<file path="src/rtl/usr_serdes_pkg.sv">
// Shared types and helpers for the universal shift register / framing controller.
package usr_serdes_pkg;

    typedef enum logic [1:0] {
        ST_IDLE = 2'b00,
        ST_TX   = 2'b01,
        ST_RX   = 2'b10
    } state_e;

    localparam logic DIR_RIGHT = 1'b0;
    localparam logic DIR_LEFT  = 1'b1;

    // A one-bit counter is the floor so that WIDTH=2 still has a usable counter.
    function automatic int cnt_w(input int width);
        return (width > 2) ? $clog2(width) : 1;
    endfunction

endpackage

</file>
<file path="src/rtl/usr_shift_core.sv">
// WIDTH-bit shift register with parallel load, serial input and selectable direction.
module usr_shift_core
    import usr_serdes_pkg::*;
#(
    parameter int WIDTH = 15
) (
    input  logic             clk,
    input  logic             RST,
    input  logic             load_i,
    input  logic [WIDTH-1:0] load_data_i,
    input  logic             shift_en_i,
    input  logic             dir_i,
    input  logic             ser_i,
    output logic [WIDTH-1:0] data_o
);

    logic [WIDTH-1:0] data_q;

    // Load wins over shift; the caller zero-fills by driving ser_i low.
    always_ff @(posedge clk or negedge RST) begin
        if (!RST) begin
            data_q <= '0;
        end else if (load_i) begin
            data_q <= load_data_i;
        end else if (shift_en_i) begin
            if (dir_i == DIR_RIGHT) begin
                data_q <= {ser_i, data_q[WIDTH-1:1]};
            end else begin
                data_q <= {data_q[WIDTH-2:0], ser_i};
            end
        end
    end

    assign data_o = data_q;

endmodule

</file>
<file path="src/rtl/usr_serdes_frame.sv">
// Framing controller: moves a WIDTH-bit word between parallel and serial form
// in either direction, with valid/ready handshakes on the TX side.
module usr_serdes_frame
    import usr_serdes_pkg::*;
#(
    parameter int WIDTH     = 15,
    parameter bit LSB_FIRST = 1'b1
) (
    input  logic             clk,
    input  logic             RST,
    input  logic             abort,
    input  logic             tx_valid,
    output logic             tx_ready,
    input  logic [WIDTH-1:0] tx_data,
    output logic             ser_out,
    output logic             ser_out_valid,
    input  logic             ser_out_ready,
    output logic             tx_done,
    input  logic             rx_start,
    input  logic             ser_in,
    input  logic             ser_in_valid,
    output logic [WIDTH-1:0] rx_data,
    output logic             rx_valid,
    output logic             busy,
    output logic [WIDTH-1:0] data_out
);

    localparam int            CW        = cnt_w(WIDTH);
    localparam logic [CW-1:0] LAST_BIT  = CW'(WIDTH - 1);
    localparam logic          SHIFT_DIR = LSB_FIRST ? DIR_RIGHT : DIR_LEFT;

    state_e           state_q;
    logic [CW-1:0]    cnt_q;
    logic [WIDTH-1:0] rx_data_q;
    logic             tx_done_q;
    logic             rx_valid_q;
    logic [WIDTH-1:0] storage_q;
    logic [WIDTH-1:0] rx_word_d;

    logic is_idle;
    logic is_tx;
    logic is_rx;
    logic tx_accept;
    logic tx_step;
    logic rx_step;
    logic core_ser;

    assign is_idle = (state_q == ST_IDLE);
    assign is_tx   = (state_q == ST_TX);
    assign is_rx   = (state_q == ST_RX);

    assign tx_ready  = is_idle && !abort;
    assign tx_accept = tx_ready && tx_valid;
    assign tx_step   = is_tx && !abort && ser_out_ready;
    assign rx_step   = is_rx && !abort && ser_in_valid;
    assign core_ser  = is_rx ? ser_in : 1'b0;

    // The word as it will look once the current serial bit lands, so the
    // final bit of a frame can be published on the same edge it is shifted in.
    assign rx_word_d = LSB_FIRST ? {ser_in, storage_q[WIDTH-1:1]}
                                 : {storage_q[WIDTH-2:0], ser_in};

    usr_shift_core #(
        .WIDTH (WIDTH)
    ) u_core (
        .clk         (clk),
        .RST         (RST),
        .load_i      (tx_accept),
        .load_data_i (tx_data),
        .shift_en_i  (tx_step || rx_step),
        .dir_i       (SHIFT_DIR),
        .ser_i       (core_ser),
        .data_o      (storage_q)
    );

    always_ff @(posedge clk or negedge RST) begin
        if (!RST) begin
            state_q    <= ST_IDLE;
            cnt_q      <= '0;
            rx_data_q  <= '0;
            tx_done_q  <= 1'b0;
            rx_valid_q <= 1'b0;
        end else begin
            tx_done_q  <= 1'b0;
            rx_valid_q <= 1'b0;
            if (abort) begin
                state_q <= ST_IDLE;
                cnt_q   <= '0;
            end else begin
                case (state_q)
                    ST_IDLE: begin
                        if (tx_valid) begin
                            state_q <= ST_TX;
                            cnt_q   <= '0;
                        end else if (rx_start) begin
                            state_q <= ST_RX;
                            cnt_q   <= '0;
                        end
                    end
                    ST_TX: begin
                        if (ser_out_ready) begin
                            if (cnt_q == LAST_BIT) begin
                                state_q   <= ST_IDLE;
                                cnt_q     <= '0;
                                tx_done_q <= 1'b1;
                            end else begin
                                cnt_q <= cnt_q + CW'(1);
                            end
                        end
                    end
                    ST_RX: begin
                        if (ser_in_valid) begin
                            if (cnt_q == LAST_BIT) begin
                                state_q    <= ST_IDLE;
                                cnt_q      <= '0;
                                rx_data_q  <= rx_word_d;
                                rx_valid_q <= 1'b1;
                            end else begin
                                cnt_q <= cnt_q + CW'(1);
                            end
                        end
                    end
                    default: begin
                        state_q <= ST_IDLE;
                        cnt_q   <= '0;
                    end
                endcase
            end
        end
    end

    assign ser_out_valid = is_tx;
    assign ser_out       = is_tx && (LSB_FIRST ? storage_q[0] : storage_q[WIDTH-1]);
    assign tx_done       = tx_done_q;
    assign rx_data       = rx_data_q;
    assign rx_valid      = rx_valid_q;
    assign busy          = !is_idle;
    assign data_out      = storage_q;

endmodule

</file>
<file path="config.mk">
export PLATFORM = sky130hd
export DESIGN_NAME = usr_serdes_frame
export DESIGN_NICKNAME = d
export VERILOG_FILES = /design/src/rtl/usr_serdes_pkg.sv /design/src/rtl/usr_shift_core.sv /design/src/rtl/usr_serdes_frame.sv
export SDC_FILE = /design/constraint.sdc
export NUM_CORES = 1
export LEC_CHECK = 0
export CORE_MARGIN = 10
export CORE_UTILIZATION = 49
export CTS_BUF_LIST = sky130_fd_sc_hd__clkbuf_4 sky130_fd_sc_hd__clkbuf_8 sky130_fd_sc_hd__clkbuf_16
export DETAILED_ROUTE_END_ITERATION = 8
export PLACE_DENSITY = 0.85
export SLEW_MARGIN = 10
export SYNTH_ARGS = -nofsm -noshare
export SYNTH_HDL_FRONTEND = slang
export SYNTH_SLANG_ARGS = --single-unit
</file>
<file path="constraint.sdc">
create_clock -name clk -period 2.5 [get_ports clk]
set_input_delay 0.5 -clock clk [delete_from_list [all_inputs] [get_ports clk]]
set_output_delay 0.5 -clock clk [all_outputs]
set_load 0.02 [all_outputs]
</file>
==> results.txt, run 1 <==
Post-synthesis xor/xnor area fraction = 0%
NumNets Final = 239
Share of the synthesized area in the top cell type = 53.37%
Unrepaired setup endpoints after global routing = no
Post-synthesis register bit count = 38
Final TNS setup = 0 ns
Clk buf depth = 2
Vias in the first global route = 1452
Total power = 0.002309 W
Post-synth top flop = dfrtp_1
Clock-pin slew on the worst setup and hold paths = 0.12 ns
Critical Path Start Type = flip-flop
Worst-path cell chain = inv_1 > ha_1 > nand2b_4 > inv_2 > clkdlybuf4s50_1
Synthesized net count = 178
Sequential power share = 37.2%
Final Critical Period = 2.375 ns
Worst IR drop on VDD = 0.0006485 V
Drt pass-1 iters = 4
Part of the power in combinational logic = 39.0%
Max_cap viols = 0
Detailed Route WL = 4431 microns
Fraction of layout cells with a size suffix above 1 = 11.32%
WL/cell = 17.17 microns
Die height = 80.30 microns
RR Startpoint = state_q[1]
Lkg Pwr = 1.216 nW
Most common library cells after synthesis = dfrtp_1, nand2_1, mux2i_1, o21ai_1, mux2_1
Internal power = 0.001487 W
Synth area leader = dfrtp_1
Psw = 0.0008212 W
Core ar. = 3416 sq um
Clock sink total = 38
Sw Ratio = 35.57%
I/O Pins = 59
Final setup skew = 0.005996 ns
Antenna Nets Post-Route = 0
Simple-gate share of the synthesized area = 11.66%
Most frequent cell after synthesis = dfrtp_1
Mux cell area share after synthesis = 17.98%
Critical Path Max Stage Delay = 0.60 ns
Antenna violations before repair = 0
Worst-Skew Late Latency = 0.35 ns
Grt total ovfl = 0
Maximum fanout along the worst path = 3
Post-synth EDFFs = 0
Outcome = finished clean
Worst reg2reg path endpoint = cnt_q[0]
Via count = 1363
Synth warn = 0
Post-CTS Setup Bufs = 0
Total track usage = 13.92%
Post_cts resized = 0
Synthesized cell area = 1782 sq um
Syn avg cell area = 11.88 sq um
Compound-gate portion of the synthesized area = 9.480%
Sequential area share after synthesis = 53.37%
Data required, critical path = 2.00 ns
Cells on worst reg2reg path = 6
Die W = 80.30 microns
Fin crit share = 94.99%
First-pass GRT wire length = 7113 microns
Final Slew Violations = 0
Ranking of synthesized cells by area = dfrtp_1, mux2_1, mux2i_1
# setup viols final = 0
Cells after Synth = 150
Rel. slew slack = 44.70%
PD cells = 923.5 nW/um^2
CP endpoint kind = primary output
HPWL reported at the end of detailed placement = 3315 microns
CTS tree = yes
PortBufs = 58
Drc violations = 0
Critical Path Start = state_q[0]
Starting Density = 52.16%
Actual slew at the worst max-slew pin = 0.8295 ns
Final Cell Area = 2500 sq um
# fillers = 248
Hold Path Class = in -> async
Largest net degree at the start of global routing = 39
Area Overhead vs Synth = 40.31%
Critical path class = reg -> out
Row Count = 21
Die ar. = 6448 sq um
R2R Setup Slk = 0.75 ns
CTS H-Tree Depth = 2
Asr flop ratio synth = 100.0%
Crit-path slowest cell = clkdlybuf4s50_1
Seq. cell area = 950.9 sq um
Antenna diode count = 0
Largest family of logic cells by synthesized area = multiplexers
DP Area = 2389 sq um
Fmax = 421.1 MHz
Initial DRC Count = 113
Final hold violations = 0
Clock buffer count from CTS = 5
Critical Path AT = 1.87 ns
GP Congestion = 0.7876
# hold bufs at CTS = 0
CTS root buf = clkbuf_4
Post-synthesis adder-cell area fraction = 3.511%
Post-synth cell types = 36
Multi-input gate area = 759.5 sq um
Clock power share = 23.8%
Via density = 5.283
layer usage:
| metal | share of wire [%] | vias to the layer above | routed length (microns) | GRT usage [%] |
|---|---|---|---|---|
| met2 | 47 | 45 | 2081 | 22.31 |
| met5 | 0 | - | 0 | 0 |
| met1 | 41 | 665 | 1828 | 15.68 |
| met4 | 1.4 | 0 | 64 | 4.754 |
| met3 | 10 | 8 | 456 | 7.016 |
| li1 | - | 645 | - | - |
critical path, delay by kind of cell, from the launching register on:
family | cells | cell delay, ns
adders and majority gates | 1 | 0.25
buffers and inverters | 3 | 0.79
DFF | 1 | 0.40
and+or+nand+nor | 1 | 0.08
power by group through the flow:
| stage | logic, W | registers, W | clock network, W |
|---|---|---|---|
| 3_3_place_gp | 0.000879 | 0.000858 | 0 |
| 4_1_cts | 0.000913 | 0.000857 | 0.000555 |
| 6_report | 0.000901 | 0.000858 | 0.000549 |
| 3_5_place_dp | 0.000905 | 0.000868 | 0 |
| 5_1_grt | 0.000977 | 0.000877 | 0.000585 |
| 2_1_floorplan | 0.000433 | 0.000958 | 0 |
kinds of logic after synthesis:
| family | after synthesis |
|---|---|
| AO/OA/AOI/OAI | 26 |
| AND/OR/NAND/NOR | 38 |
| flip-flops | 38 |
| multiplexers | 30 |
| buffers and inverters | 13 |
| adder cells (fa/ha/maj) | 5 |
registers in the layout, summed over array words and instances, names as in the netlist:
name and cells:
cnt_q 4, u_core.data_o 15, state_q 2, rx_valid 1, tx_done 1, rx_data 15
layout by cell type, fill, tap and decap left out, types with 2 or more instances in the layout:
cell type and count:
mux2_2 3, nand2_1 18, nand2b_1 2, clkbuf_4 5, nor3_1 3, clkdlybuf4s50_1 57
o21ai_1 14, nor2_1 4, buf_4 3, o21ai_0 2, mux2i_1 14, ha_1 5
a211o_1 2, bufinv_16 2, dfrtp_1 38, mux2_1 13, inv_1 5
cell type report:
cell class	instances	share of cell area, %
flip-flops and latches	38	38.04
well taps	46	2.302
multi-input cells	99	30.38
clock inverters	2	2.402
repair buffers	61	23.92
clock buffers	6	2.052
inverters	6	0.9009
per-stage QoR:
stage          instances  setup slack [ns]  hold WS, ns  util [%]
2_1_floorplan        150            0.8188       0.2044         -
3_3_place_gp         250            0.2481       0.4692     69.93
3_5_place_dp         250            0.2330       0.4767     69.93
4_1_cts              258            0.1156       0.2565     73.19
5_1_grt              258           0.01312       0.2742     73.19
6_report             258            0.1253       0.2331     73.19
how the worst max path moves through the flow:
stage               slack, ns           to  cells past startpoint
finish                   0.13     tx_ready                      5
global route             0.01     tx_ready                      5
CTS                      0.12     tx_ready                      5
detailed placement       0.23     tx_ready                      4
global placement         0.25     tx_ready                      4
floorplan                0.82  rx_data[10]                      6
No activity file was read; power rests on OpenSTA's default activity.
==> inputs of run 2 (changes only) <==
Settings changed: CORE_MARGIN 10 to 2.
==> run 2 against run 1 <==
Effect of this change: flip-flop and latch count unchanged; critical path depth stayed put; combinational power down 1%; via count up 2.6%; register-to-register slack barely moved; die area is 36% lower; clock skew about the same; worst setup slack better by 0.020 ns; clock-buffer cell count grew 1; highest routed layer unchanged.
==> results.txt, run 2 (synthesized netlist as in run 1, its figures left out) <==
Post-CTS Setup Bufs = 0 (unchanged)
Clock-pin slew on the worst setup and hold paths = 0.11 ns (about the same)
# hold bufs at CTS = 0 (unchanged)
Fin crit share = 94.21% (-0.78 points)
Outcome = finished clean
WP buf/inv = 3 (unchanged)
Most common cell after layout, fill and taps aside = clkdlybuf4s50_1
Placement Setup Slack = 0.2548 ns (+0.02180 ns)
Drc violations = 0 (unchanged)
Final Critical Period = 2.355 ns (-0.01951 ns)
Starting Density = 52.16% (unchanged)
Worst-Skew Late Latency = 0.35 ns (about the same)
Clk buf depth = 2 (unchanged)
Fmax = 424.6 MHz (+0.83%)
Data required, critical path = 2.00 ns (about the same)
WL/cell = 15.19 microns (-12%)
Drt pass-1 iters = 4 (unchanged)
Row Count = 21 (unchanged)
# setup viols final = 0 (unchanged)
Detailed Route WL = 3919 microns (-12%)
Via count = 1399 (+2.6%)
Grt total ovfl = 0 (unchanged)
NumNets Final = 239 (unchanged)
Max_cap viols = 0 (unchanged)
Hold_ws = 0.2345 ns (+0.001383 ns)
Post_cts resized = 0 (unchanged)
Die ar. = 4134 sq um (-36%)
Delay-heaviest family, CP = buffers and inverters
Worst-path cell chain = inv_1 > ha_1 > nand2b_4 > inv_2 > clkdlybuf4s50_1
Die W = 64.30 microns (-20%)
Antenna Nets Post-Route = 0 (unchanged)
Via density = 5.422 (+2.6%)
PortBufs = 58 (unchanged)
Unrepaired setup endpoints after global routing = no
CTS H-Tree Depth = 2 (unchanged)
Initial DRC Count = 62 (-45%)
Worst IR drop on VDD = 0.0005602 V (-14%)
Antenna violations before repair = 0 (unchanged)
Final setup skew = 0.006077 ns (+0.00008051 ns)
Maximum fanout along the worst path = 3 (unchanged)
Actual slew at the worst max-slew pin = 0.8321 ns (+0.002529 ns)
Area Overhead vs Synth = 37.64%
Critical Path AT = 1.86 ns (about the same)
Largest net degree at the start of global routing = 39 (unchanged)
I/O Pins = 59 (unchanged)
Final hold violations = 0 (unchanged)
CTS tree = yes
Final TNS setup = 0 ns (unchanged)
Die height = 64.30 microns (-20%)
CTS root buf = clkbuf_4
Final Slew Violations = 0 (unchanged)
PD cells = 854.2 nW/um^2 (-7.5%)
Core ar. = 3416 sq um (unchanged)
Crit-path slowest cell = clkdlybuf4s50_1
GP Congestion = 0.7937 (+0.77%)
Vias in the first global route = 1464 (+0.83%)
Hold Path Class = in -> async
Most frequent cells in the layout = clkdlybuf4s50_1, dfrtp_1, nand2_1
HPWL reported at the end of detailed placement = 2814 microns (-15%)
Antenna diode count = 0 (unchanged)
CP endpoint kind = primary output
Critical Path Max Stage Delay = 0.59 ns (about the same)
Fraction of layout cells with a size suffix above 1 = 11.32% (unchanged)
Critical path class = reg -> out
Rel. slew slack = 44.53% (-0.17 points)
Total power = 0.002095 W (-9.3%)
Clock sink total = 38 (unchanged)
Lkg Pwr = 1.197 nW (-1.6%)
Clock buffer count from CTS = 5 (unchanged)
First-pass GRT wire length = 6762 microns (-4.9%)
Critical Path Start Type = flip-flop
Total track usage = 21.44% (+7.5 points)
Final worst slack = 0.1448 ns (+0.01951 ns)
-- run 2: changes by cell type in the layout (fill, tap and decap cells not counted), sizes merged --
cell,before,now
bufinv,2,0
clkbuf,6,7
clkinv,0,1
-- run 2: area by class of cell --
cell class	instances	area [sq um]
tap	46	57.56
timing repair buffer	61	598.1
multi-input combinational	99	759.5
inverter	6	22.52
clock inverter	1	5.005
clock buffer	7	58.81
sequential	38	950.9
fill	257	963.4
-- run 2: stage by stage --
step           utilization [%]  std cells  cell area, sq um
2_1_floorplan                -        150              1782
3_3_place_gp             69.93        250              2389
3_5_place_dp             69.93        250              2389
4_1_cts                  71.79        258              2452
5_1_grt                  71.79        258              2452
6_report                 71.79        258              2452
-- run 2: path summary, 6_finish.rpt --
path | from | depth (start not counted) | endpoint | slack, ns
max in group asynchronous | RST | 1 | u_core.data_o[11] | 1.74
worst min-delay path | RST | 1 | cnt_q[3] | 0.23
worst max register to register | state_q[1] | 7 | u_core.data_o[9] | 0.74
worst min register to register | rx_data[2] | 1 | rx_data[2] | 0.50
min in group clk | rx_data[2] | 1 | rx_data[2] | 0.50
worst max-delay path | state_q[0] | 5 | tx_ready | 0.14
-- run 2: where the power goes --
part	switching, W	internal, W
registers	0.000122	0.000734
logic	0.000478	0.000414
clock network	0.000200	0.000147
-- run 2: per-layer routing --
metal	vias up	wire length [microns]	share of wire (%)	track usage, %
met5	-	0	0	0
met4	0	72	1.8	11.17
met3	8	276	7.0	5.282
met2	60	1929	49	36.59
met1	680	1641	42	24.88
li1	651	-	-	-
==> inputs of run 3 (changes only) <==
Settings changed: CORE_MARGIN 2 to 4, CORE_UTILIZATION 49 to 66, DONT_BUFFER_PORTS set to 1, PLACE_DENSITY 0.85 to 0.82.
==> run 3 against run 2 <==
Effect of this change: clock power up 55%; flip-flop and latch count unchanged; combinational power down 44%; sequential power up 16%; wire length down 11%; clock-buffer cell count down 1; worst setup slack better by 0.36 ns; sequential share of layout area up 10 points; critical path depth down 2; global-route usage down 0.41 points; critical path type unchanged; largest cell class unchanged; largest power group is now sequential cells.
==> results.txt, run 3 (synthesized netlist as in run 1, its figures left out) <==
Actual slew at the worst max-slew pin = 0.5691 ns (-0.2630 ns)
Die ar. = 3595 sq um (-13%)
Critical Path Start Type = flip-flop
Largest net degree at the start of global routing = 39 (unchanged)
Util after Layout = 76.69% (+4.9 points)
Unrepaired setup endpoints after global routing = no
Antenna diode count = 0 (unchanged)
Initial DRC Count = 58 (-6.5%)
Critical Path Start = state_q[1]
Outcome = finished clean
Total track usage = 21.04% (-0.41 points)
# hold bufs at CTS = 2 (+2)
Most frequent cells in the layout = dfrtp_1, nand2_1, mux2i_1, o21ai_1, mux2_1
Max_cap viols = 0 (unchanged)
PD cells = 1049 nW/um^2 (+23%)
Via count = 1143 (-18%)
HPWL reported at the end of detailed placement = 2457 microns (-13%)
Sequential power share = 48.7% (+7.8 points)
Via density = 6.145 (+13%)
Hold Path Class = in -> reg
Fraction of layout cells with a size suffix above 1 = 15.38% (+4.1 points)
Final Slew Violations = 0 (unchanged)
NumNets Final = 183 (-23%)
# setup viols final = 0 (unchanged)
Clock power share = 26.5% (+9.9 points)
First-pass GRT wire length = 5623 microns (-17%)
Die height = 59.96 microns (-6.8%)
Data required, critical path = 2.00 ns (about the same)
Internal power = 0.001268 W (-2.1%)
Crit-path slowest cell = dfrtp_1
Critical Path AT = 1.50 ns (-0.36 ns)
Post-CTS Setup Bufs = 0 (unchanged)
Final hold violations = 0 (unchanged)
Critical Path Max Stage Delay = 0.42 ns (-0.17 ns)
Core ar. = 2522 sq um (-26%)
Grt total ovfl = 0 (unchanged)
CTS H-Tree Depth = 2 (unchanged)
Maximum fanout along the worst path = 4 (+1)
Part of the power in combinational logic = 24.8% (-18 points)
Final setup skew = 0.006836 ns (+0.0007595 ns)
Detailed Route WL = 3478 microns (-11%)
# fillers = 167 (-35%)
Vias in the first global route = 1203 (-18%)
Clock-pin slew on the worst setup and hold paths = 0.12 ns (about the same)
I/O Pins = 59 (unchanged)
WP buf/inv = 1 (-2)
Delay-heaviest family, CP = flip-flops
Critical path class = reg -> out
Worst-path cell chain = inv_1 > ha_1 > and2_1
Most common cell after layout, fill and taps aside = dfrtp_1
Lkg Pwr = 1.018 nW (-15%)
Post_cts resized = 0 (unchanged)
Fin cells = 186 (-28%)
Antenna Nets Post-Route = 0 (unchanged)
Worst-Skew Late Latency = 0.34 ns (about the same)
Rel. slew slack = 62.06% (+18 points)
Drt pass-1 iters = 4 (unchanged)
CTS root buf = clkbuf_4
Dpl cells = 176 (-30%)
CP endpoint kind = primary output
Clock sink total = 38 (unchanged)
Area Overhead vs Synth = 8.568%
Row Count = 18 (-14%)
Min-Delay Startpoint = abort
Starting Density = 70.63% (+18 points)
Drc violations = 0 (unchanged)
Worst IR drop on VDD = 0.0008279 V (+48%)
Fmax = 500.6 MHz (+18%)
WL/cell = 18.70 microns (+23%)
Final Critical Period = 1.997 ns (-0.3578 ns)
Sw Ratio = 37.55% (-0.64 points)
Clk buf depth = 2 (unchanged)
Fin crit share = 79.90% (-14 points)
PortBufs = 0 (-100%)
Die W = 59.96 microns (-6.8%)
Clock buffer count from CTS = 5 (unchanged)
Antenna violations before repair = 0 (unchanged)
GP Congestion = 0.8780 (+11%)
RR Startpoint = state_q[1]
CTS tree = yes
Psw = 0.0007622 W (-4.7%)
Final TNS setup = 0 ns (unchanged)
-- run 3: cell types whose count changed in the layout (fill, tap and decap cells not counted), sizes merged --
cell	before	now
clkinv	1	0
bufinv	0	2
clkbuf	7	6
clkdlybuf4s50	57	0
dlygate4sd3	0	1
-- run 3: path summary, 6_finish.rpt --
kind	to	slack, ns	depth (start not counted)
min	tx_done	0.22	1
min reg2reg	state_q[1]	0.56	1
max reg2reg	u_core.data_o[7]	0.72	6
max in group asynchronous	u_core.data_o[3]	1.70	2
max	ser_out	0.50	3
min in group asynchronous	tx_done	0.62	2
-- run 3: routing by layer --
layer	part of all wire [%]	GRT usage [%]	vias up
met1	39	26.35	550
met3	10	8.639	2
met4	0.75	8.544	0
met5	0	0	-
met2	50	32.25	58
li1	-	-	533
-- run 3: metrics by stage --
stage	setup WS, ns	total power (W)	area, sq um	hold slack (ns)
floorplan	0.8188	0.001391	1782	0.2044
global placement	0.8140	0.001458	1793	0.2054
detailed placement	0.7489	0.001485	1793	0.2053
CTS	0.4763	0.002047	1934	0.2045
global route	0.4130	0.002152	1934	0.1974
finish	0.5026	0.002030	1934	0.2177
-- run 3: power by group through the flow --
stage               Clock (W)  Combinational (W)  Sequential (W)
finish               0.000538           0.000503        0.000989
global route         0.000571           0.000575         0.00101
CTS                  0.000549           0.000507        0.000991
detailed placement          0           0.000481         0.00100
global placement            0           0.000460        0.000998
floorplan                   0           0.000433        0.000958
-- run 3: area by class of cell --
type                    instances  area [sq um]  share of cell area, %
flip-flops and latches         38         950.9                  49.16
repair buffers                  5         52.55                  2.717
well taps                      30         37.54                  1.940
clock inverters                 2         60.06                  3.105
clock buffers                   6         51.30                  2.652
inverters                       6         22.52                  1.164
multi-input cells              99         759.5                  39.26
